**src/rtl/uart_sync_fifo.sv**
```systemverilog
// uart_sync_fifo: single-clock FIFO for the UART TX/RX paths with occupancy counts,
// FWFT/registered read, almost thresholds, flush and sticky errors. Parity option: UART_FIFO_PARITY_EN.
module uart_sync_fifo #(
  parameter int FIFO_AW   = 4,
  parameter int FIFO_DW   = 8,
  parameter int FIFO_FWFT = 0
) (
  input  logic               i_clk,
  input  logic               i_nrst,
  input  logic               i_wr_req,
  input  logic [FIFO_DW-1:0] i_data_in,
  input  logic               i_rd_req,
  input  logic               i_flush,
  input  logic               i_clr_flags,
  input  logic [FIFO_AW:0]   i_af_thr,
  input  logic [FIFO_AW:0]   i_ae_thr,
  output logic [FIFO_DW-1:0] o_data_out,
  output logic               o_valid,
  output logic [FIFO_AW:0]   o_used,
  output logic [FIFO_AW:0]   o_free,
  output logic               o_full,
  output logic               o_empty,
  output logic               o_almost_full,
  output logic               o_almost_empty,
  output logic               o_overflow,
  output logic               o_underflow,
  output logic               o_parity_error
);

  localparam int DEPTH = 1 << FIFO_AW;
  localparam logic [FIFO_AW:0]   DEPTH_CNT = (FIFO_AW+1)'(DEPTH);
  localparam logic [FIFO_AW:0]   ONE_CNT   = 1;
  localparam logic [FIFO_AW-1:0] ONE_PTR   = 1;
`ifdef UART_FIFO_PARITY_EN
  localparam int MW = FIFO_DW + 1;
`else
  localparam int MW = FIFO_DW;
`endif

  generate
    if (FIFO_AW < 1) begin : g_bad_aw
      $error("uart_sync_fifo: FIFO_AW must be >= 1");
    end
    if (FIFO_DW < 1) begin : g_bad_dw
      $error("uart_sync_fifo: FIFO_DW must be >= 1");
    end
  endgenerate

  logic [MW-1:0]      mem [DEPTH];
  logic [FIFO_AW-1:0] wr_ptr;
  logic [FIFO_AW-1:0] rd_ptr;
  logic [FIFO_AW:0]   used_q;
  logic               rd_ok;
  logic               wr_ok;
  logic [MW-1:0]      wr_word;
  logic [MW-1:0]      head_word;

  assign o_used         = used_q;
  assign o_free         = DEPTH_CNT - used_q;
  assign o_empty        = (used_q == '0);
  assign o_full         = (used_q == DEPTH_CNT);
  assign o_almost_full  = (used_q >= i_af_thr);
  assign o_almost_empty = (used_q <= i_ae_thr);

  // A full FIFO still takes a write when the head is popped in the same cycle.
  assign rd_ok = i_rd_req && !o_empty && !i_flush;
  assign wr_ok = i_wr_req && !i_flush && (!o_full || rd_ok);

`ifdef UART_FIFO_PARITY_EN
  assign wr_word = {^i_data_in, i_data_in};
`else
  assign wr_word = i_data_in;
`endif
  assign head_word = mem[rd_ptr];

  always_ff @(posedge i_clk) begin
    if (wr_ok) mem[wr_ptr] <= wr_word;
  end

  always_ff @(posedge i_clk or negedge i_nrst) begin
    if (!i_nrst) begin
      wr_ptr <= '0;
      rd_ptr <= '0;
      used_q <= '0;
    end else if (i_flush) begin
      wr_ptr <= '0;
      rd_ptr <= '0;
      used_q <= '0;
    end else begin
      if (wr_ok) wr_ptr <= wr_ptr + ONE_PTR;
      if (rd_ok) rd_ptr <= rd_ptr + ONE_PTR;
      if (wr_ok && !rd_ok)      used_q <= used_q + ONE_CNT;
      else if (rd_ok && !wr_ok) used_q <= used_q - ONE_CNT;
    end
  end

  // Sticky errors: a new error in the clearing cycle wins.
  always_ff @(posedge i_clk or negedge i_nrst) begin
    if (!i_nrst) begin
      o_overflow  <= 1'b0;
      o_underflow <= 1'b0;
    end else begin
      if (i_wr_req && !wr_ok && !i_flush) o_overflow <= 1'b1;
      else if (i_clr_flags)               o_overflow <= 1'b0;
      if (i_rd_req && o_empty && !i_flush) o_underflow <= 1'b1;
      else if (i_clr_flags)                o_underflow <= 1'b0;
    end
  end

  generate
    if (FIFO_FWFT != 0) begin : g_fwft
      assign o_valid    = !o_empty;
      assign o_data_out = o_valid ? head_word[FIFO_DW-1:0] : '0;
`ifdef UART_FIFO_PARITY_EN
      assign o_parity_error = o_valid && (^head_word);
`else
      assign o_parity_error = 1'b0;
`endif
    end else begin : g_reg
      logic [FIFO_DW-1:0] dout_q;
      logic               valid_q;

      always_ff @(posedge i_clk or negedge i_nrst) begin
        if (!i_nrst) begin
          dout_q  <= '0;
          valid_q <= 1'b0;
        end else begin
          valid_q <= rd_ok;
          if (rd_ok) dout_q <= head_word[FIFO_DW-1:0];
        end
      end

      assign o_data_out = dout_q;
      assign o_valid    = valid_q;
`ifdef UART_FIFO_PARITY_EN
      logic par_q;
      always_ff @(posedge i_clk or negedge i_nrst) begin
        if (!i_nrst)    par_q <= 1'b0;
        else if (rd_ok) par_q <= ^head_word;
      end
      assign o_parity_error = valid_q && par_q;
`else
      assign o_parity_error = 1'b0;
`endif
    end
  endgenerate

endmodule

```
**config.mk**
```make
export PLATFORM = sky130hd
export DESIGN_NAME = uart_sync_fifo
export DESIGN_NICKNAME = d
export VERILOG_FILES = /design/src/rtl/uart_sync_fifo.sv
export SDC_FILE = /design/constraint.sdc
export NUM_CORES = 1
export LEC_CHECK = 0
export CELL_PAD_IN_SITES_DETAIL_PLACEMENT = 1
export CELL_PAD_IN_SITES_GLOBAL_PLACEMENT = 2
export CORE_ASPECT_RATIO = 0.7
export CORE_MARGIN = 5
export CORE_UTILIZATION = 39
export DETAILED_ROUTE_END_ITERATION = 8
export PLACE_DENSITY_LB_ADDON = 0.1
export SLEW_MARGIN = 15
export SYNTH_ARGS = -nofsm -noshare
export SYNTH_HDL_FRONTEND = slang
export SYNTH_SLANG_ARGS = --single-unit
```
**constraint.sdc**
```tcl
create_clock -name i_clk -period 3.15 [get_ports i_clk]
set_input_delay 0.63 -clock i_clk [delete_from_list [all_inputs] [get_ports i_clk]]
set_output_delay 0.63 -clock i_clk [all_outputs]
set_load 0.01 [all_outputs]
```
Word-level counts from Yosys, hierarchy flattened
Memories as Yosys holds them, arrays and structs flattened. A register that Yosys moved wholly into a read port is not among the register bits.
Index checks and enable logic that the tools add are counted.
{ "classes": {"n_eq_ne": 1, "order_cmp": 2, "muxes": 12, "reduce_logical": 23, "n_addsub": 5} }
{ "ops": {"columns": ["operator", "n"], "rows": [
  ["2-to-1 mux 4 bit", 4],
  ["2-to-1 mux 5 bit", 3],
  ["logical AND 1 bit", 10],
  ["adder 4 x 1 -> 4 bit (second input constant)", 2],
  ["nonzero test 2 bit", 4],
  ["zero test 1 bit", 6],
  ["adder 5 x 1 -> 5 bit (second input constant)", 1],
  ["equality test 5 bit (second input constant)", 1],
  [">= comparator 5 bit", 1],
  ["less-or-equal comparator 5 bit", 1],
  ["zero test 5 bit", 1],
  ["2-to-1 mux 1 bit", 5],
  ["subtractor 5 x 1 -> 5 bit (second input constant)", 1],
  ["subtractor 5 bit (first input constant)", 1],
  ["nonzero test 3 bit", 1],
  ["logical OR 1 bit", 1]
]} }
{ "totals": {"ff_bits": 16, "mem_bits_rw": 128, "n_memories": 1, "elab_cells": 50} }
{ "memory_table": {"columns": ["memory", "words", "width", "read_ports", "rd_ports_with_merged_regs", "wr", "line", "rtl"], "rows": [
  ["mem", 16, 8, 1, 1, 1, "49", "logic [MW-1:0] mem [DEPTH];"]
]} }

Logic depth before layout (Yosys ltp)
Gate-level depths: netlist (run 1).
{ "depth": {"word_depth": 11, "depth_mapped": 14} }

Least setup slack after synthesis (run 1)
Ideal clock, no wire load.
{ "synth_timing": {"path_kind": "register to register", "from": "reg used_q[0] (netlist: o_used[0])", "to": "reg used_q[4] (netlist: o_used[4])", "stages_incl_launch_ff": 15, "slack_ps": -103, "setup_ps": 132, "required_time_ps": 3018, "arrival_time_ps": 3121, "cell_sequence": "dfrtp_1 > inv_1 > ha_1 > nor3b_1 > ha_1 > nand2b_4 > a21oi_2 > and2b_1 > nand2b_1 > fa_1 > a21o_1 > a21oi_1 > mux2i_1 > xnor2_1 > nor2_1"} }
{ "synth_via": {"elab_chain_len": 9, "elab_cells_between_ends": 18, "cone_classes": "2 x add/sub; 1 x eq/ne; 3 x mux; 12 x reduce/logical"} }
{ "synth_lines": {"columns": ["item", "line", "rtl"], "rows": [
  ["start, declared", "52", "logic [FIFO_AW:0] used_q;"],
  ["start signal, assigned", "92", "if (wr_ok && !rd_ok) used_q <= used_q + ONE_CNT;"],
  ["start signal, assigned", "93", "else if (rd_ok && !wr_ok) used_q <= used_q - ONE_CNT;"],
  ["zero test 5 bit *", "60", "assign o_empty = (used_q == '0);"],
  ["via o_empty", "22", "output logic o_empty,"],
  ["zero test 1 bit *", "66", "assign rd_ok = i_rd_req && !o_empty && !i_flush;"],
  ["logical AND 1 bit * (2 in a row)", "66", null],
  ["logical OR 1 bit", "67", "assign wr_ok = i_wr_req && !i_flush && (!o_full || rd_ok);"],
  ["logical AND 1 bit", "67", null],
  ["logical AND 1 bit or zero test 1 bit (tied branches)", "92, 93", null],
  ["2-to-1 mux 5 bit or logical AND 1 bit (tied branches)", "92, 93", null],
  ["2-to-1 mux 5 bit or nonzero test 3 bit (tied branches)", null, null]
]} }
The timed path passes the listed nets; every way through them passes the cells marked *. The select of a mux whose other input is x is not followed.
A chain may end at the register's enable or synchronous reset.

Worst setup path after layout (run 1)
{ "layout_timing": {"from": "in i_af_thr[0]", "to": "out o_almost_full"} }
{ "layout_via": {"elab_chain_len": 1} }
{ "layout_lines": {"columns": ["item", "line", "rtl"], "rows": [
  ["start, declared", "15", "input logic [FIFO_AW:0] i_af_thr,"],
  [">= comparator 5 bit", "62", "assign o_almost_full = (used_q >= i_af_thr);"],
  ["end, declared", "23", "output logic o_almost_full,"]
]} }
Every way passes these cells.

==> results of run 1 <==
## cell usage after synthesis, drive strengths merged
master  instances
a21o            1
a21oi          14
and2            8
and2b           1
and3            1
buf            14
clkbuf          2
conb            1
dfrtp          24
edfxtp        128
fa              1
ha             22
inv            21
mux2i           9
mux4           32
nand2          19
nand2b          4
nand3           3
nand3b          2
nand4           2
nand4b          1
nor2           17
nor2b           3
nor3            7
nor3b           3
o21a            3
o21ai          11
o22ai           9
o31ai           4
or2             1
xnor2           8
xor2            4
## layout make-up
type / count / area share
inverter: 21 / 0.00983
clock buffer: 17 / 0.0531
sequential: 152 / 0.555
timing repair buffer: 78 / 0.0890
multi-input combinational: 191 / 0.235
tap: 225 / 0.0351
clock inverter: 15 / 0.0236
## flip-flops by register name, indices dropped and copies added, names as in the netlist
| signal | cells |
|---|---|
| o_used | 5 |
| o_underflow | 1 |
| o_data_out | 8 |
| rd_ptr | 4 |
| mem | 128 |
| wr_ptr | 4 |
| o_overflow | 1 |
| o_valid | 1 |
## power by group
group          switching [mW]  internal, mW
sequential              0.116          2.31
clock                   0.825          1.26
combinational           0.820         0.960
total                    1.76          4.53
## critical path: stages
cell and delay, ps:
clkdlybuf4s50_1 410, ha_1 290, nand2b_1 140, a21oi_1 160, nor2b_1 70, o21ai_1 120, a21oi_1 70, clkdlybuf4s50_1 470
## metrics by stage
step	hold WS, ps	instance area, um^2	instances	power, mW
finish	519	8020	699	6.29
global route	524	8020	699	6.64
CTS	518	8010	699	6.39
detailed placement	508	7400	667	4.28
global placement	507	7400	667	4.25
floorplan	334	6530	380	3.54
## cell families (layout without fill, tap and decap cells)
family / after synthesis / count (layout) / synth area share
xor+xnor: 12 / 12 / 0.0161
fa+ha+maj: 23 / 23 / 0.0452
compound gates: 42 / 42 / 0.0389
flops: 152 / 152 / 0.681
mux: 41 / 41 / 0.127
buf+inv: 37 / 131 / 0.0324
other cells: 1 / 1 / 0.000575
simple gates: 72 / 72 / 0.0587
## path summary, 6_finish.rpt
path | start | endpoint | cells after the start
setup / recovery | i_af_thr[0] | o_almost_full | 8
hold / removal | o_underflow$_DFFE_PN0P_ | o_underflow$_DFFE_PN0P_ | 2
setup reg to reg | o_used[1]$_DFFE_PN0P_ | o_used[4]$_DFFE_PN0P_ | 14
hold reg to reg | o_underflow$_DFFE_PN0P_ | o_underflow$_DFFE_PN0P_ | 2
max in group asynchronous | i_nrst | rd_ptr[0]$_DFFE_PN0P_ | 2
min in group asynchronous | i_nrst | o_used[2]$_DFFE_PN0P_ | 2
## cell usage in the layout (no fill, tap or decap), drive strengths merged, types with 3 or more instances in the layout
cell | Yosys | final
edfxtp | 128 | 128
clkdlybuf4s50 | 0 | 47
mux4 | 32 | 32
buf | 14 | 30
inv | 21 | 27
dfrtp | 24 | 24
ha | 22 | 22
nand2 | 19 | 19
clkbuf | 2 | 18
nor2 | 17 | 17
a21oi | 14 | 14
o21ai | 11 | 11
o22ai | 9 | 9
mux2i | 9 | 9
xnor2 | 8 | 8
and2 | 8 | 8
nor3 | 7 | 7
xor2 | 4 | 4
clkinvlp | 0 | 4
nand2b | 4 | 4
o31ai | 4 | 4
nor3b | 3 | 3
nand3 | 3 | 3
o21a | 3 | 3
bufinv | 0 | 3
nor2b | 3 | 3
## layer usage
metal  track usage  wire length, um  vias up
li1              -                -     1634
met1         0.240             7080     1797
met2         0.225             6550       69
met3        0.0365              598        4
met4        0.0514               78        0
met5             0                0        -
## repair_timing
item | in CTS | in global routing
setup endpoints to repair | 1 | 2
hold buffers | 0 | 0
gates resized for setup | 1 | 4
==> results_dict.tcl, run 1 <==
set metrics [dict create \
    status "completed" \
    avgViaCountPerCell 5.01 \
    die_area_um2 19500 \
    drv_cap 0 \
    synth_top_cell_by_area "edfxtp_1" \
    rows 39 \
    grt_pass1_vias 3819 \
    cp-end-kind "output pin" \
    crit_type "in2out" \
    fin_crit_ps 2990 \
    yosysTopAreaCellShare 0.589 \
    power.leakage_nw 2.80 \
    place_hpwl_um 10300 \
    grt_max_degree 25 \
    power_density_nw_per_um2 784 \
    ant_nets 0 \
    cts_tree "yes" \
    setup_slack_ps 161 \
    synth_seq_cells 152 \
    hp-class "reg2reg" \
    ff2ff_setup_slack_ps 190 \
    drive_gt1_frac 0.222 \
    timing.final.crit_share 0.949 \
    grt_first_pass_wirelength_um 22700 \
    synth_cell_types 43 \
    fill_cells 1562 \
    die_w_um 165 \
    vias 3504 \
    irDropWorstVdd_v 0.000355 \
    skew_ps 10.9 \
    nNetsFinal 508 \
    slew_violations 0 \
    yosys-top-cells-area "edfxtp_1 59%, mux4_2 9.3%, dfrtp_1 9.2%, ha_1 4.2%, mux4_1 2.0%" \
    setup_tns_ps 0 \
    boundaryPins 50 \
    tightest_slew_ps 835 \
    cts_buffer_depth 2 \
    overflow 0 \
    ys_warn_count 0 \
    wl_per_cell_um 20.5 \
    synthCells 380 \
    syn_avg_cell_area_um2 17.2 \
    synth_nets 427 \
    drc_errors 0 \
    worstPathRequired_ps 2520 \
    arrival_ps 2360 \
    port_buffers 48 \
    fp.dieH_um 118 \
    rsz0062_at_grt "false" \
    worst_setup_path_start_kind "input pin" \
    initial_core_util 0.399 \
    cts_setup_buffers 0 \
    drt-initial-drc-count 287 \
    regArea_um2 4450 \
    final_core_util 0.490 \
    areaGrowthSynthToFinish_pct 22.9 \
    netlist_area_um2 6530 \
    max-slew-margin-rel 0.444 \
    track_usage 0.158 \
    cp_max_fo 1 \
    cts.sinks 152 \
    yosysSeqAreaShare 0.681 \
    diodes 0 \
    clock_latency_ps 420 \
    setup_violations 0 \
    gp_congestion 0.718 \
    cts_root_buffer "clkbuf_16" \
    routed_wl_um 14300 \
    place_ws_ps -233 \
    clkSlewWorstSetupHoldPaths_ps 60 \
    finalHoldViolCount 0 \
    h-tree-depth 4 \
    firstDrtPassIters 4 \
    cts_buffers 17 \
    multi_input_area_um2 1880 \
    max_freq_ghz 0.335 \
    antenna_found_initial 0 \
    core-area_um2 16300 \
]
No activity file was read; power rests on OpenSTA's default activity.
==> run 2, diff against run 1 <==
--- a/config.mk
+++ b/config.mk
@@ -8,10 +8,12 @@
 export CELL_PAD_IN_SITES_DETAIL_PLACEMENT = 1
 export CELL_PAD_IN_SITES_GLOBAL_PLACEMENT = 2
 export CORE_ASPECT_RATIO = 0.7
-export CORE_MARGIN = 5
+export CORE_MARGIN = 3
 export CORE_UTILIZATION = 39
 export DETAILED_ROUTE_END_ITERATION = 8
+export GPL_ROUTABILITY_DRIVEN = 1
 export PLACE_DENSITY_LB_ADDON = 0.1
+export SETUP_SLACK_MARGIN = 0.3
 export SLEW_MARGIN = 15
 export SYNTH_ARGS = -nofsm -noshare
 export SYNTH_HDL_FRONTEND = slang
==> run 2 against run 1 <==
Effect of this change: via count rose by 1.9%; non-clock buffer count rose by 12; cell count rose by 1.0%; sequential power rose by 2%; sequential share of layout area fell by 0.66 points; critical endpoint is now o_used[4]$_DFFE_PN0P_; critical path depth rose by 6.
==> results_dict.tcl, run 2 (same netlist as run 1, synthesis figures left out) <==
set metrics [dict create \
    status "completed" \
    timing.final.crit_share 0.896 \
    cp_max_fo 5 \
    r2r_cells 14 \
    pwr-share-comb 0.299 \
    grt_first_pass_wirelength_um 23300 \
    arrival_ps 3120 \
    max_freq_ghz 0.354 \
    hold_ws_ps 510 \
    gp_congestion 0.762 \
    die_area_um2 18300 \
    avgViaCountPerCell 5.06 \
    irDropWorstVdd_v 0.000381 \
    drc_errors 0 \
    cts_tree "yes" \
    slew_violations 0 \
    diodes 0 \
    port_buffers 48 \
    crit_family "adder cells" \
    nNetsFinal 520 \
    critPathSlowestCell "dfrtp_2" \
    grt_pass1_vias 3882 \
    cp_cell_sequence "clkinv_4 > ha_4 > nor3b_4 > ha_4 > nand2b_4 > a21oi_4 > and2b_2 > nand2b_4 > fa_2 > a21o_1 > a21oi_2 > mux2i_1 > xnor2_1 > nor2_1" \
    cp.buffers_inverters 1 \
    die_w_um 161 \
    drt-initial-drc-count 270 \
    place_ws_ps -206 \
    cts_root_buffer "clkbuf_16" \
    p_int_mw 4.50 \
    cts_buffer_depth 2 \
    crit_type "reg2reg" \
    final_core_util 0.509 \
    fp.dieH_um 114 \
    rsz0062_at_grt "true" \
    hold_depth 2 \
    instances_no_fill 706 \
    final_cell_mix "128 x edfxtp_1, 45 x clkdlybuf4s50_1, 42 x buf_4" \
    worstPathRequired_ps 3450 \
    cp-end-kind "flip-flop" \
    core-area_um2 15900 \
    cts.sinks 152 \
    h-tree-depth 4 \
    clkSlewWorstSetupHoldPaths_ps 60 \
    power.leakage_nw 2.85 \
    antenna_found_initial 0 \
    boundaryPins 50 \
    setup_violations 0 \
    regMostFlops "mem" \
    layout_commonest_cell "edfxtp_1" \
    initial_core_util 0.410 \
    ant_nets 0 \
    max-slew-margin-rel 0.492 \
    worst_setup_path_start_kind "flip-flop" \
    drv_cap 0 \
    p_clk_frac 0.310 \
    routed_wl_um 15200 \
    cts_buffers 17 \
    worstSetupPathDepth 14 \
    hold_buffers 0 \
    power_density_nw_per_um2 777 \
    finalHoldViolCount 0 \
    vias 3570 \
    track_usage 0.174 \
    sequentialPowerShare 0.391 \
    largest_register_ffs 128 \
    p_sw_mw 1.80 \
    drive_gt1_frac 0.259 \
    firstDrtPassIters 4 \
    grt_max_degree 25 \
    rows 38 \
    place_hpwl_um 10600 \
    setup_slack_ps 328 \
    wl_per_cell_um 21.6 \
    max_stage_delay_ps 390 \
    switching_share 0.286 \
    hp-class "reg2reg" \
    tightest_slew_ps 761 \
    skew_ps 11.2 \
    fin_crit_ps 2820 \
    clock_latency_ps 410 \
    overflow 0 \
    dp.cells 662 \
    areaGrowthSynthToFinish_pct 24.3 \
]
run 2: layout make-up:
type,count,area (um^2)
tap,220,275
multi-input combinational,191,1950
inverter,21,83.8
fill,1539,7810
clock inverter,13,131
clock buffer,19,433
sequential,152,4450
timing repair buffer,90,788
run 2: worst paths after layout:
check,start,to,slack (ps)
setup / recovery,o_used[0]$_DFFE_PN0P_,o_used[4]$_DFFE_PN0P_,330
hold / removal,o_underflow$_DFFE_PN0P_,o_underflow$_DFFE_PN0P_,510
setup reg to reg,o_used[0]$_DFFE_PN0P_,o_used[4]$_DFFE_PN0P_,330
hold reg to reg,o_underflow$_DFFE_PN0P_,o_underflow$_DFFE_PN0P_,510
max in group asynchronous,i_nrst,rd_ptr[0]$_DFFE_PN0P_,2270
min in group asynchronous,i_nrst,wr_ptr[0]$_DFFE_PN0P_,600
run 2: timing repair:
action                                  in CTS  in global routing
pin swaps                                    4                  9
gates cloned                                 0                  0
endpoints found under the hold margin        0                  0
buffers inserted                             4                  8
endpoints found under the setup margin      14                  5
resized for setup                            8                  5
run 2: worst register-to-register path: cells and delay by family (launching register included):
family,cells,cell delay (ps)
buffers and inverters,1,70
and+or+nand+nor,5,650
xor gates and xnor gates,1,140
AOI/OAI and AO/OA,3,520
DFF,1,390
muxes,1,240
adders and majority gates,3,700
run 2: stage by stage:
step	power, mW	cell area (um^2)	setup TNS, ps
after floorplan	3.62	6600	0
after global placement	4.28	7450	-191
after detailed placement	4.32	7450	-206
after CTS	6.33	8050	0
after global routing	6.64	8110	0
final	6.30	8110	0
run 2: power groups by stage:
stage / Clock (mW) / Combinational [mW] / Sequential, mW
after floorplan: 0 / 1.13 / 2.48
final: 1.95 / 1.89 / 2.46
after CTS: 2.00 / 1.86 / 2.46
after global placement: 0 / 1.77 / 2.51
after global routing: 2.09 / 2.07 / 2.48
after detailed placement: 0 / 1.80 / 2.52
run 2: layer usage:
metal / vias to the layer above / track usage / share of wire
met5: - / 0 / 0
met2: 54 / 0.268 / 0.46
met4: 0 / 0.0451 / 0.0049
li1: 1650 / - / -
met3: 8 / 0.0336 / 0.032
met1: 1858 / 0.258 / 0.51
